===== src/rtl/jtag_tap_responder.sv =====
// JTAG TAP slave running entirely on the system clock: host pins are oversampled,
// TCK edges become single-cycle strobes, and the 1149.1 TAP drives IDCODE/user/bypass DRs.
`timescale 1ns/1ps
module jtag_tap_responder #(
    parameter logic [31:0] IDCODE  = 32'h1000_0001,
    parameter logic [4:0]  USER_IR = 5'h10
) (
    input  logic        clock,
    input  logic        resetn,
    input  logic        jtag_TCK,
    input  logic        jtag_TMS,
    input  logic        jtag_TDI,
    input  logic        jtag_TRSTn,
    output logic        jtag_TDO_data,
    output logic        jtag_TDO_driven,
    input  logic [31:0] user_capture_data,
    output logic        user_update_valid,
    output logic [31:0] user_update_data,
    output logic [3:0]  tap_state
);

    localparam int unsigned IR_W   = 5;
    localparam int unsigned DR_W   = 32;
    localparam int unsigned SYNC_W = 2;

    localparam logic [IR_W-1:0] IR_IDCODE  = IR_W'(5'h01);
    localparam logic [IR_W-1:0] IR_CAPTURE = IR_W'(5'b00001);

    typedef enum logic [3:0] {
        TAP_TLR     = 4'd0,
        TAP_RTI     = 4'd1,
        TAP_SEL_DR  = 4'd2,
        TAP_CAP_DR  = 4'd3,
        TAP_SH_DR   = 4'd4,
        TAP_EX1_DR  = 4'd5,
        TAP_PAU_DR  = 4'd6,
        TAP_EX2_DR  = 4'd7,
        TAP_UPD_DR  = 4'd8,
        TAP_SEL_IR  = 4'd9,
        TAP_CAP_IR  = 4'd10,
        TAP_SH_IR   = 4'd11,
        TAP_EX1_IR  = 4'd12,
        TAP_PAU_IR  = 4'd13,
        TAP_EX2_IR  = 4'd14,
        TAP_UPD_IR  = 4'd15
    } tap_state_e;

    typedef enum logic [1:0] {
        DR_IDCODE = 2'd0,
        DR_USER   = 2'd1,
        DR_BYPASS = 2'd2
    } dr_sel_e;

    logic [SYNC_W-1:0] tck_sync_q;
    logic              tck_dly_q;
    logic [SYNC_W-1:0] tms_sync_q;
    logic [SYNC_W-1:0] tdi_sync_q;
    logic [SYNC_W-1:0] trst_sync_q;

    logic tck_rise_c;
    logic tck_fall_c;
    logic tms_c;
    logic tdi_c;
    logic trst_n_c;

    tap_state_e       state_q, state_d;
    tap_state_e       tap_next_c;
    dr_sel_e          dr_sel_c;
    logic [IR_W-1:0]  ir_q, ir_d;
    logic [IR_W-1:0]  ir_shift_q, ir_shift_d;
    logic [DR_W-1:0]  dr_shift_q, dr_shift_d;
    logic             tdo_data_q, tdo_data_d;
    logic             tdo_driven_q, tdo_driven_d;
    logic             upd_valid_q, upd_valid_d;
    logic [DR_W-1:0]  upd_data_q, upd_data_d;

    // Two-flop synchronizers; TCK gets a third flop so edges can be detected.
    // Reset values mirror idle pins so releasing reset never fakes a TCK edge.
    always_ff @(posedge clock or negedge resetn) begin
        if (!resetn) begin
            tck_sync_q  <= '0;
            tck_dly_q   <= 1'b0;
            tms_sync_q  <= '1;
            tdi_sync_q  <= '0;
            trst_sync_q <= '1;
        end else begin
            tck_sync_q  <= {tck_sync_q[0], jtag_TCK};
            tck_dly_q   <= tck_sync_q[SYNC_W-1];
            tms_sync_q  <= {tms_sync_q[0], jtag_TMS};
            tdi_sync_q  <= {tdi_sync_q[0], jtag_TDI};
            trst_sync_q <= {trst_sync_q[0], jtag_TRSTn};
        end
    end

    assign tck_rise_c = tck_sync_q[SYNC_W-1] & ~tck_dly_q;
    assign tck_fall_c = ~tck_sync_q[SYNC_W-1] & tck_dly_q;
    assign tms_c      = tms_sync_q[SYNC_W-1];
    assign tdi_c      = tdi_sync_q[SYNC_W-1];
    assign trst_n_c   = trst_sync_q[SYNC_W-1];

    // Standard 1149.1 transition table, evaluated against the synchronized TMS.
    always_comb begin : tap_next_state
        tap_next_c = state_q;
        case (state_q)
            TAP_TLR:    tap_next_c = tms_c ? TAP_TLR    : TAP_RTI;
            TAP_RTI:    tap_next_c = tms_c ? TAP_SEL_DR : TAP_RTI;
            TAP_SEL_DR: tap_next_c = tms_c ? TAP_SEL_IR : TAP_CAP_DR;
            TAP_CAP_DR: tap_next_c = tms_c ? TAP_EX1_DR : TAP_SH_DR;
            TAP_SH_DR:  tap_next_c = tms_c ? TAP_EX1_DR : TAP_SH_DR;
            TAP_EX1_DR: tap_next_c = tms_c ? TAP_UPD_DR : TAP_PAU_DR;
            TAP_PAU_DR: tap_next_c = tms_c ? TAP_EX2_DR : TAP_PAU_DR;
            TAP_EX2_DR: tap_next_c = tms_c ? TAP_UPD_DR : TAP_SH_DR;
            TAP_UPD_DR: tap_next_c = tms_c ? TAP_SEL_DR : TAP_RTI;
            TAP_SEL_IR: tap_next_c = tms_c ? TAP_TLR    : TAP_CAP_IR;
            TAP_CAP_IR: tap_next_c = tms_c ? TAP_EX1_IR : TAP_SH_IR;
            TAP_SH_IR:  tap_next_c = tms_c ? TAP_EX1_IR : TAP_SH_IR;
            TAP_EX1_IR: tap_next_c = tms_c ? TAP_UPD_IR : TAP_PAU_IR;
            TAP_PAU_IR: tap_next_c = tms_c ? TAP_EX2_IR : TAP_PAU_IR;
            TAP_EX2_IR: tap_next_c = tms_c ? TAP_UPD_IR : TAP_SH_IR;
            TAP_UPD_IR: tap_next_c = tms_c ? TAP_SEL_DR : TAP_RTI;
            default:    tap_next_c = TAP_TLR;
        endcase
    end

    // IDCODE takes priority so a USER_IR equal to the IDCODE opcode cannot shadow it.
    always_comb begin : dr_select
        dr_sel_c = DR_BYPASS;
        if (ir_q == IR_IDCODE) begin
            dr_sel_c = DR_IDCODE;
        end else if (ir_q == USER_IR) begin
            dr_sel_c = DR_USER;
        end
    end

    // All TAP actions happen on the rise strobe, TDO moves on the fall strobe;
    // a synchronized TRST overrides both and suppresses any update.
    always_comb begin : tap_datapath
        state_d      = state_q;
        ir_d         = ir_q;
        ir_shift_d   = ir_shift_q;
        dr_shift_d   = dr_shift_q;
        tdo_data_d   = tdo_data_q;
        tdo_driven_d = tdo_driven_q;
        upd_valid_d  = 1'b0;
        upd_data_d   = upd_data_q;

        if (!trst_n_c) begin
            state_d      = TAP_TLR;
            ir_d         = IR_IDCODE;
            tdo_driven_d = 1'b0;
        end else if (tck_rise_c) begin
            state_d = tap_next_c;
            case (state_q)
                TAP_CAP_IR: ir_shift_d = IR_CAPTURE;
                TAP_SH_IR:  ir_shift_d = {tdi_c, ir_shift_q[IR_W-1:1]};
                TAP_CAP_DR: begin
                    case (dr_sel_c)
                        DR_IDCODE: dr_shift_d = IDCODE | DR_W'(1);
                        DR_USER:   dr_shift_d = user_capture_data;
                        default:   dr_shift_d = '0;
                    endcase
                end
                TAP_SH_DR: begin
                    if (dr_sel_c == DR_BYPASS) begin
                        dr_shift_d[0] = tdi_c;
                    end else begin
                        dr_shift_d = {tdi_c, dr_shift_q[DR_W-1:1]};
                    end
                end
                default: ;
            endcase

            if (tap_next_c == TAP_UPD_IR) begin
                ir_d = ir_shift_q;
            end
            if ((tap_next_c == TAP_UPD_DR) && (dr_sel_c == DR_USER)) begin
                upd_valid_d = 1'b1;
                upd_data_d  = dr_shift_q;
            end
            if (tap_next_c == TAP_TLR) begin
                ir_d = IR_IDCODE;
            end
        end else if (tck_fall_c) begin
            tdo_data_d   = (state_q == TAP_SH_IR) ? ir_shift_q[0] : dr_shift_q[0];
            tdo_driven_d = (state_q == TAP_SH_IR) || (state_q == TAP_SH_DR);
        end
    end

    always_ff @(posedge clock or negedge resetn) begin
        if (!resetn) begin
            state_q      <= TAP_TLR;
            ir_q         <= IR_IDCODE;
            ir_shift_q   <= '0;
            dr_shift_q   <= '0;
            tdo_data_q   <= 1'b0;
            tdo_driven_q <= 1'b0;
            upd_valid_q  <= 1'b0;
            upd_data_q   <= '0;
        end else begin
            state_q      <= state_d;
            ir_q         <= ir_d;
            ir_shift_q   <= ir_shift_d;
            dr_shift_q   <= dr_shift_d;
            tdo_data_q   <= tdo_data_d;
            tdo_driven_q <= tdo_driven_d;
            upd_valid_q  <= upd_valid_d;
            upd_data_q   <= upd_data_d;
        end
    end

    assign tap_state         = state_q;
    assign jtag_TDO_data     = tdo_data_q;
    assign jtag_TDO_driven   = tdo_driven_q;
    assign user_update_valid = upd_valid_q;
    assign user_update_data  = upd_data_q;

endmodule


===== config.mk =====
export PLATFORM = sky130hd
export DESIGN_NAME = jtag_tap_responder
export DESIGN_NICKNAME = d
export VERILOG_FILES = /design/src/rtl/jtag_tap_responder.sv
export SDC_FILE = /design/constraint.sdc
export NUM_CORES = 1
export LEC_CHECK = 0
export BUFFER_PORTS_ARGS = -buffer_cell sky130_fd_sc_hd__buf_2
export CORE_MARGIN = 2
export CORE_UTILIZATION = 40
export DETAILED_ROUTE_END_ITERATION = 7
export SETUP_SLACK_MARGIN = 0.2
export SLEW_MARGIN = 0
export SYNTH_ARGS = -nofsm -noshare
export SYNTH_HDL_FRONTEND = slang
export SYNTH_SLANG_ARGS = --single-unit

===== constraint.sdc =====
create_clock -name clock -period 2.2 [get_ports clock]
set_clock_uncertainty 0.1 [all_clocks]
set_input_delay 0.44 -clock clock [delete_from_list [all_inputs] [get_ports clock]]
set_output_delay 0.44 -clock clock [all_outputs]
set_load 0.02 [all_outputs]

==> impl_results.md, run 1 <==
* Status: finished clean
* Die W at 103.1 um
* Routed Antenna Nets at 0
* Total number of vias at 3076
* Final worst slack at 30.70 ps
* Initial DRC count at 165
* Ports at 77
* Grt total ovfl at 0
* WP data arrival at 2320 ps
* Area occupied by registers at 2263 um2
* Psw at 0.7036 mW
* First-pass GRT wire length at 15.27 mm
* Yosys warning total at 0
* Initial core utilization at 0.4077
* Largest net degree at the start of global routing at 39
* Internal power at 2.540 mW
* Multi-input gate area at 1609 um2
* Max-slew violations at 0
* Asr flop ratio synth at 1.000
* Max VDD drop at 0.4750 mV
* Post-DP HPWL at 5.985 mm
* Die area at 10630 um2
* Hold Path Class: in2reg
* Setup violations, final at 0
* Netlist Area Pre-Place at 3930 um2
* Clock share of power at 0.425
* Critical path, cell by cell: nor4_4, a31oi_1, o21a_1, nor4_4, buf_6, buf_12, mux2_2
* Clk_lat worst skew at 360 ps
* CP Launch Type: register
* Routed wl met2 at 4.497 mm
* Initial antenna violation count at 0
* Total CTS buffers at 9
* Distinct cells, synth at 41
* Fraction of layout cells with a size suffix above 1 at 0.4066
* Mapped Cells at 348
* Crit-path most repeated cell: nor4_4
* Net Count, Synth at 386
* CP bufs+invs at 2
* PwrDens at 628.4 nW/um2
* H-tree Lvls at 3
* M1 WL at 4.386 mm
* DP Worst Slack at -10.24 ps
* GRT Overall Usage at 0.1882
* Final wirelength at 9.415 mm
* Crit-path slowest cell: dfrtp_2
* Crit path max fanout at 10
* CTS tree: yes
* DR WL/cell at 16.01 um
* Fin crit share at 0.9860
* Vias in the first global route at 3029
* Synth-to-layout area growth at 31.33%
* Highest Clock Rate at 461.0 MHz
* Placer Congestion at 0.8849
* Met3 WL at 384 um
* Std cell rows at 36
* Leakage at 2.315 nW
* Tightest Pin Transition at 383.2 ps
* Post-synth EDFFs at 0
* Clk pin slew, worst setup/hold paths at 90 ps
* Synth Register Bits at 90
* Minimum clock period at 2169 ps
* Core area at 9639 um2
* Slew HR at 0.7445
* Worst EP required at 2350 ps
* Power share of the combinational group at 0.051
* CTS Root Buffer Type: clkbuf_8
* Drt pass-1 iters at 4
* Final nets at 488
* Seq pwr share at 0.524
* Fillers at 886
* Clock Sinks at 90
* Crit path largest cell delay at 450 ps
* Via density at 5.231
* Highest metal layer with signal wires: met4
* Hold Fails Final Rpt at 0
* Post-synthesis sequential area ratio at 0.5747
* Maxcap violations at 0
* RSZ-0062 raised after global routing: yes
* Endpoint type of the worst setup path: register
* Residual DRC at 0
* Port Buf Inserts at 76
* Ant. Diodes at 0
* Chip Height at 103.1 um
* Bufs on Longest Clock Path at 2
* Avg Cell Area, Syn at 11.29 um2
* Critical path's top delay family: simple AND/OR/NAND/NOR gates
* Hold WS at 74.65 ps
* Dominant synthesized flop cell: dfrtp_1
* Switching share of power at 0.2169
* CP Class: reg2reg
[routing by layer]
| metal | track usage | vias to the layer above |
|---|---|---|
| li1 | - | 1454 |
| met1 | 0.2592 | 1534 |
| met2 | 0.2872 | 78 |
| met3 | 0.05085 | 10 |
| met4 | 0.06680 | 0 |
| met5 | 0 | - |
[kinds of logic (layout without fill, tap and decap cells)]
| group | after synthesis | after routing | synth area share |
|---|---|---|---|
| flip-flops | 90 | 90 | 0.5747 |
| XOR/XNOR | 1 | 1 | 0.002229 |
| AO/OA/AOI/OAI | 109 | 109 | 0.1789 |
| buffers and inverters | 35 | 142 | 0.04361 |
| AND/OR/NAND/NOR | 78 | 78 | 0.09169 |
| multiplexers | 35 | 35 | 0.1089 |
[cells in the final DEF (no fill, tap or decap), types with 2 or more instances in the layout]
cell type	instances
mux2i_1	3
buf_4	27
a31oi_1	4
nor2_1	40
o21ai_0	12
a221oi_1	2
buf_12	4
mux2_4	24
dfstp_2	5
nand2b_1	4
nor3_2	2
o21a_1	2
inv_1	9
buf_16	2
nor2b_2	2
a32o_1	4
dfrtp_1	81
nand3_1	7
bufinv_16	3
a211oi_1	2
nor4_4	2
a21oi_1	42
mux2_2	8
nand2_1	10
clkbuf_8	10
nor2_2	2
a22oi_1	31
dfrtp_2	4
nor2b_1	4
buf_2	75
buf_6	6
[stage by stage]
| stage | power, mW | setup TNS [ps] | instance area, um2 | utilization | instances |
|---|---|---|---|---|---|
| 2_1_floorplan | 1.785 | -1735 | 3961 | - | 348 |
| 3_3_place_gp | 1.883 | 0 | 4619 | 0.4792 | 557 |
| 3_5_place_dp | 1.885 | -17.11 | 4619 | 0.4792 | 557 |
| 4_1_cts | 3.283 | 0 | 5130 | 0.5322 | 585 |
| 5_1_grt | 3.382 | -490.1 | 5161 | 0.5354 | 588 |
| 6_report | 3.243 | 0 | 5161 | 0.5354 | 588 |
[cell usage after synthesis, types with 2 or more instances]
| library cell | count | share of area |
|---|---|---|
| nand3_1 | 8 | 0.010 |
| inv_1 | 9 | 0.0086 |
| nor3_1 | 3 | 0.0038 |
| a32o_1 | 4 | 0.010 |
| nor2_1 | 42 | 0.040 |
| o21ai_0 | 13 | 0.017 |
| mux2_4 | 10 | 0.038 |
| nand2b_1 | 4 | 0.0064 |
| nand2_1 | 10 | 0.0096 |
| buf_4 | 2 | 0.0038 |
| mux2_2 | 21 | 0.060 |
| nor2b_1 | 6 | 0.0096 |
| a21oi_1 | 42 | 0.053 |
| a211oi_1 | 2 | 0.0038 |
| o21a_1 | 2 | 0.0038 |
| buf_6 | 4 | 0.011 |
| buf_2 | 2 | 0.0025 |
| a31oi_1 | 4 | 0.0064 |
| dfrtp_1 | 85 | 0.54 |
| mux2i_1 | 3 | 0.0076 |
| a221oi_1 | 2 | 0.0045 |
| dfstp_2 | 5 | 0.033 |
| clkbuf_1 | 17 | 0.016 |
| a22oi_1 | 31 | 0.059 |
[worst paths after layout]
check,to,slack [ps],cells after the start,start
setup / recovery,user_update_data[24],30,7,tap_state[3]
hold / removal,trst_sync_q[0],70,1,jtag_TRSTn
setup reg to reg,user_update_data[24],30,7,tap_state[3]
hold reg to reg,tck_sync_q[1],260,0,tck_sync_q[0]
max in group asynchronous,tms_sync_q[1],850,3,resetn
min in group asynchronous,dr_shift_q[28],440,2,resetn
[flip-flops by register name (all words and copies together) (netlist names)]
name	count
user_update_data	32
tms_sync_q	2
jtag_TDO_data	1
ir_q	5
tck_sync_q	2
dr_shift_q	32
tdi_sync_q	2
tck_dly_q	1
user_update_valid	1
trst_sync_q	2
jtag_TDO_driven	1
tap_state	4
ir_shift_q	5
[timing repair]
action / CTS / global route
gates resized for setup: 27 / 3
hold buffers: 1 / 0
hold endpoints to repair: 25 / 0
setup endpoints to repair: 39 / 72
gates cloned: 3 / 0
pin swaps: 3 / 1
setup buffers: 8 / 3
[cell type report]
cell class                 count  area share
multi-input combinational    223      0.3118
tap                          133     0.03224
timing repair buffer         117      0.1624
sequential                    90      0.4385
clock inverter                 6     0.02182
inverter                       9    0.006545
clock buffer                  10     0.02667
[power groups by stage]
stage               clock network (mW)  logic (mW)  registers [mW]
detailed placement                   0       0.155            1.73
finish                            1.38       0.165            1.70
global route                      1.49       0.187            1.70
global placement                     0       0.154            1.73
floorplan                            0      0.0558            1.73
CTS                               1.42       0.163            1.70
Note: power is estimated with default switching activity, not from simulation.
==> inputs of run 2 (changes only) <==
- CORE_ASPECT_RATIO: default -> 1.4
==> run 2 against run 1 <==
  * The flow now finishes with violations (negative setup slack)
  * Largest cell class unchanged
  * Combinational power grew 3%
  * Via count grew 2.5%
  * Cell area grew 2.5%
  * Final cell count grew 1.2%
  * Clock power grew 9%
  * Total power grew 4.0%
  * Non-clock buffer count grew 8
  * First-iteration DRC count grew 11%
  * Sequential share of layout area shrank 1.1 points
==> impl_results.md, run 2 (synthesized netlist as in run 1, its figures left out) <==
* Core area at 9512 um2 (-1.3%)
* RSZ-0062 raised after global routing: yes
* Final wirelength at 10.38 mm (+10%)
* First-pass GRT wire length at 14.32 mm (-6.2%)
* Max VDD drop at 0.4564 mV (-3.9%)
* CP Launch Type: register
* Hold Path Class: in2reg
* Post-Layout Cell Count at 595 (+1.2%)
* WP data arrival at 2330 ps (about the same)
* Port Buf Inserts at 76 (unchanged)
* Largest net degree at the start of global routing at 63 (+62%)
* CTS Root Buffer Type: clkbuf_16
* Total CTS buffers at 9 (unchanged)
* Post-DP HPWL at 6.094 mm (+1.8%)
* DR WL/cell at 17.45 um (+9.0%)
* Via density at 5.299 (+1.3%)
* CP Class: reg2reg
* Residual DRC at 0 (unchanged)
* Highest Clock Rate at 452.0 MHz (-1.9%)
* Clock Sinks at 90 (unchanged)
* Chip Height at 121.3 um (+18%)
* Commonest non-fill, non-tap cell in the layout: dfrtp_1
* Slew HR at 0.7158 (-0.02869)
* Die W at 87.77 um (-15%)
* Status: complete, but fails checks
* Endpoint type of the worst setup path: register
* Bufs on Longest Clock Path at 2 (unchanged)
* Clk_lat worst skew at 340 ps (-20 ps)
* CTS tree: yes
* Minimum clock period at 2212 ps (+43.11 ps)
* Final Core Density at 0.5564 (+0.02100)
* Initial DRC count at 183 (+11%)
* PwrDens at 637.4 nW/um2 (+1.4%)
* Placer Congestion at 0.8312 (-6.1%)
* Max-slew violations at 0 (unchanged)
* Placed insts at 556 (-0.18%)
* Design Power at 3.374 mW (+4.0%)
* Ant. Diodes at 0 (unchanged)
* Leakage at 2.378 nW (+2.7%)
* Fin crit share at 1.006 (+0.01960)
* Final nets at 496 (+1.6%)
* Initial core utilization at 0.4132 (+0.005470)
* Hold Fails Final Rpt at 0 (unchanged)
* Std cell rows at 42 (+17%)
* GRT Overall Usage at 0.1750 (-0.01327)
* Worst EP required at 2320 ps (-30 ps)
* Fraction of layout cells with a size suffix above 1 at 0.4147 (+0.008093)
* Failing checks: negative setup slack
* DP Worst Slack at -64.06 ps (-53.82 ps)
* Routed Antenna Nets at 0 (unchanged)
* Die area at 10640 um2 (+0.10%)
* Grt total ovfl at 0 (unchanged)
* Maxcap violations at 0 (unchanged)
* Ports at 77 (unchanged)
* Crit path max fanout at 9 (-1)
* Total number of vias at 3153 (+2.5%)
* Tightest Pin Transition at 426.3 ps (+43.04 ps)
* Drt pass-1 iters at 4 (unchanged)
* Most frequent cells in the layout: dfrtp_1, buf_2, a21oi_1
* Clk pin slew, worst setup/hold paths at 70 ps (-20 ps)
* Hold WS at 97.04 ps (+22.38 ps)
* Setup violations, final at 14 (+14)
* Initial antenna violation count at 0 (unchanged)
* Vias in the first global route at 2934 (-3.1%)
* H-tree Lvls at 3 (unchanged)
* Synth-to-layout area growth at 34.67%
* Final worst slack at -12.41 ps (-43.11 ps)
-- run 2: routing by layer --
metal	vias up	GRT usage	part of all wire
met5	-	0	0
met4	0	0.08077	0.024
met3	19	0.03605	0.039
met2	91	0.2756	0.52
met1	1571	0.2297	0.42
li1	1472	-	-
-- run 2: layout make-up --
| cell class | instances | area [um2] |
|---|---|---|
| Timing Repair Buffer | 125 | 923.4 |
| Inverter | 9 | 33.78 |
| Fill cell | 819 | 4219 |
| Multi-Input combinational cell | 223 | 1618 |
| Clock buffer | 12 | 236.5 |
| Sequential cell | 90 | 2263 |
| Clock inverter | 4 | 52.55 |
| Tap cell | 132 | 165.2 |
-- run 2: critical path: stages (launching register included) --
cell and delay (ps):
dfrtp_2 470, nor4_4 320, a31oi_1 70, o21a_1 140, nor4_4 290, buf_4 190
clkbuf_16 170, mux2_2 340
-- run 2: path summary, 6_finish.rpt --
check / cells after the start / endpoint / start / slack, ps
max reg2reg: 7 / user_update_data[20] / tap_state[3] / -10
min reg2reg: 0 / tdi_sync_q[1] / tdi_sync_q[0] / 250
min in group asynchronous: 2 / user_update_valid / resetn / 500
max: 7 / user_update_data[20] / tap_state[3] / -10
min: 1 / trst_sync_q[0] / jtag_TRSTn / 100
max in group asynchronous: 3 / tms_sync_q[1] / resetn / 920
-- run 2: where the power goes --
part,leakage [nW],internal [mW],total (mW),switching [mW]
combinational,1.20,0.0718,0.170,0.0977
clock,0.129,0.882,1.50,0.622
sequential,1.05,1.68,1.70,0.0181
-- run 2: through the flow --
step                instance area, um2  setup TNS (ps)
detailed placement                4606           -1205
global placement                  4606          -460.9
finish                            5293          -63.18
floorplan                         3961           -1735
global route                      5293           -1217
CTS                               4915          -142.3
-- run 2: repair_timing --
| action | CTS | global route |
|---|---|---|
| hold buffers | 1 | 0 |
| pin swaps | 0 | 3 |
| setup buffers | 0 | 15 |
| setup endpoints to repair | 33 | 67 |
| hold endpoints to repair | 25 | 0 |
| gates resized for setup | 2 | 25 |
| gates cloned | 0 | 7 |
==> inputs of run 3 (changes only) <==
- CTS_CLUSTER_SIZE: default -> 12
- TNS_END_PERCENT: default -> 5
==> run 3 against run 2 <==
  * The run now ends clean
  * Combinational power is essentially flat
  * Maximum frequency grew 1.0%
  * Non-clock buffer count shrank 14
  * Cell area shrank 2.1%
  * Die area is the same
  * Clock-buffer cell count is the same
  * First-iteration DRC count shrank 35%
==> impl_results.md, run 3 (synthesized netlist as in run 1, its figures left out) <==
* Status: finished clean
* Most frequent cells in the layout: dfrtp_1, buf_2, a21oi_1
* Crit path max fanout at 7 (-2)
* Total number of vias at 3083 (-2.2%)
* Final nets at 482 (-2.8%)
* Endpoint type of the worst setup path: register
* Placed cell areas at 4621 um2 (+0.33%)
* Hold Fails Final Rpt at 0 (unchanged)
* Clk_lat worst skew at 330 ps (about the same)
* R2r startpoint: tap_state[0]
* Worst EP required at 2320 ps (about the same)
* Final worst slack at 10.29 ps (+22.70 ps)
* Port Buf Inserts at 76 (unchanged)
* Leakage at 2.287 nW (-3.8%)
* Hold Path Depth at 1 (unchanged)
* Drt pass-1 iters at 4 (unchanged)
* Post-route cell area at 5181 um2 (-2.1%)
* Initial DRC count at 119 (-35%)
* First-pass GRT wire length at 14.31 mm (about the same)
* Largest net degree at the start of global routing at 63 (unchanged)
* Residual DRC at 0 (unchanged)
* Via density at 5.306 (+0.14%)
* Met3 Track Usage GR at 0.03333 (-0.002721)
* DR WL/cell at 15.99 um (-8.4%)
* Clk pin slew, worst setup/hold paths at 60 ps (about the same)
* Fraction of layout cells with a size suffix above 1 at 0.4276 (+0.01293)
* Core area at 9512 um2 (unchanged)
* Commonest non-fill, non-tap cell in the layout: dfrtp_1
* Maxcap violations at 0 (unchanged)
* GR met2 Demand/Resource at 0.2784 (+0.002841)
* CTS Root Buffer Type: clkbuf_16
* Minimum clock period at 2190 ps (-22.70 ps)
* Fin crit share at 0.9953 (-0.01032)
* Max VDD drop at 0.4472 mV (-2.0%)
* Post-DP HPWL at 6.092 mm (about the same)
* Highest Clock Rate at 456.7 MHz (+1.0%)
* Reg2reg setup slack at 10 ps (+20 ps)
* Ant. Diodes at 0 (unchanged)
* GRT Overall Usage at 0.1730 (-0.001920)
* Global routing met1 resource utilization at 0.2200 (-0.009700)
* Synth-to-layout area growth at 31.84%
* Cells on worst reg2reg path at 8 (+1)
* Bufs on Longest Clock Path at 2 (unchanged)
* Initial core utilization at 0.4132 (unchanged)
* WHS Endpoint: tms_sync_q[0]
* Total CTS buffers at 9 (unchanged)
* DP Worst Slack at -51.53 ps (+12.53 ps)
* H-tree Lvls at 3 (unchanged)
* PwrDens at 639.9 nW/um2 (+0.39%)
* CTS tree: yes
* CP Class: reg2reg
* Hold_sp: jtag_TMS
* Die W at 87.77 um (unchanged)
* Design Power at 3.316 mW (-1.7%)
* Initial antenna violation count at 0 (unchanged)
* Reg2reg end: user_update_data[11]
* Slew HR at 0.6186 (-0.09723)
* Setup violations, final at 0 (-14)
* Gr busiest metal: met2
* Vias in the first global route at 2960 (+0.89%)
* Ports at 77 (unchanged)
* Die area at 10640 um2 (unchanged)
* Final wirelength at 9.288 mm (-11%)
* Max-slew violations at 0 (unchanged)
* RSZ-0062 raised after global routing: yes
* Routed Antenna Nets at 0 (unchanged)
* Chip Height at 121.3 um (unchanged)
* Hold Path Class: in2reg
* Placer Congestion at 0.8832 (+6.3%)
* Grt total ovfl at 0 (unchanged)
* WP data arrival at 2310 ps (-20 ps)
* Tightest Pin Transition at 567.7 ps (+141.5 ps)
* CP Launch Type: register
* Clock Sinks at 90 (unchanged)
* Std cell rows at 42 (unchanged)
[run 3: cell types whose count changed in the layout (fill, tap and decap cells not counted), moves of 3 or more]
cell | previous run | this run
clkbuf_16 | 14 | 11
a21oi_1 | 42 | 37
nor2_1 | 39 | 30
a21oi_2 | 0 | 5
buf_4 | 34 | 22
nor2_2 | 2 | 12
mux2_2 | 17 | 12
mux2_4 | 15 | 19
[run 3: metrics by stage]
step	setup TNS, ps	std cells	utilization	hold slack [ps]
after global placement	-147.3	554	0.4858	233.4
after floorplan	-1727	348	-	44.41
after CTS	0	576	0.5257	87.85
after global routing	-320.8	581	0.5447	83.75
final	0	581	0.5447	99.19
after detailed placement	-1017	554	0.4858	236.3
[run 3: critical path, cell delays in order, from the launching register on]
cell	delay, ps
dfrtp_2	460
buf_4	170
nand3_2	60
o21ai_1	70
a221o_1	370
nor4_4	150
buf_6	190
clkbuf_16	160
mux2_2	330
[run 3: routing by layer]
metal  share of wire  wire, um
met1            0.42      3906
met2            0.51      4775
met3           0.039       363
met4           0.026       243
met5               0         0
[run 3: where the power goes]
part / switching, mW / internal (mW)
clock network: 0.618 / 0.825
registers: 0.0196 / 1.68
logic: 0.0956 / 0.0751
total: 0.733 / 2.58
[run 3: final cells by class]
class / count / area [um2]
Fill cell: 856 / 4330
Sequential cell: 90 / 2263
Multi-Input combinational cell: 223 / 1652
Timing Repair Buffer: 111 / 784.5
Clock buffer: 12 / 256.5
Tap cell: 132 / 165.2
Inverter: 9 / 33.78
Clock inverter: 4 / 26.28
[run 3: worst max-delay path by stage]
stage,to,slack [ps],cells after the start,start
after CTS,user_update_data[10],10,8,tap_state[2]
after detailed placement,user_update_data[21],-50,6,tap_state[0]
after global placement,user_update_data[22],-20,6,tap_state[0]
after global routing,user_update_data[11],-40,7,tap_state[0]
after floorplan,user_update_data[0],-60,7,tap_state[1]
final,user_update_data[11],10,8,tap_state[0]
[run 3: timing repair]
item                       in CTS  in global routing
hold endpoints to repair       29                  0
resized for setup               7                 36
setup buffers                   4                  4
cloned                          1                  1
pin swaps                       1                  3
hold buffers                    1                  0
setup endpoints to repair      32                 72
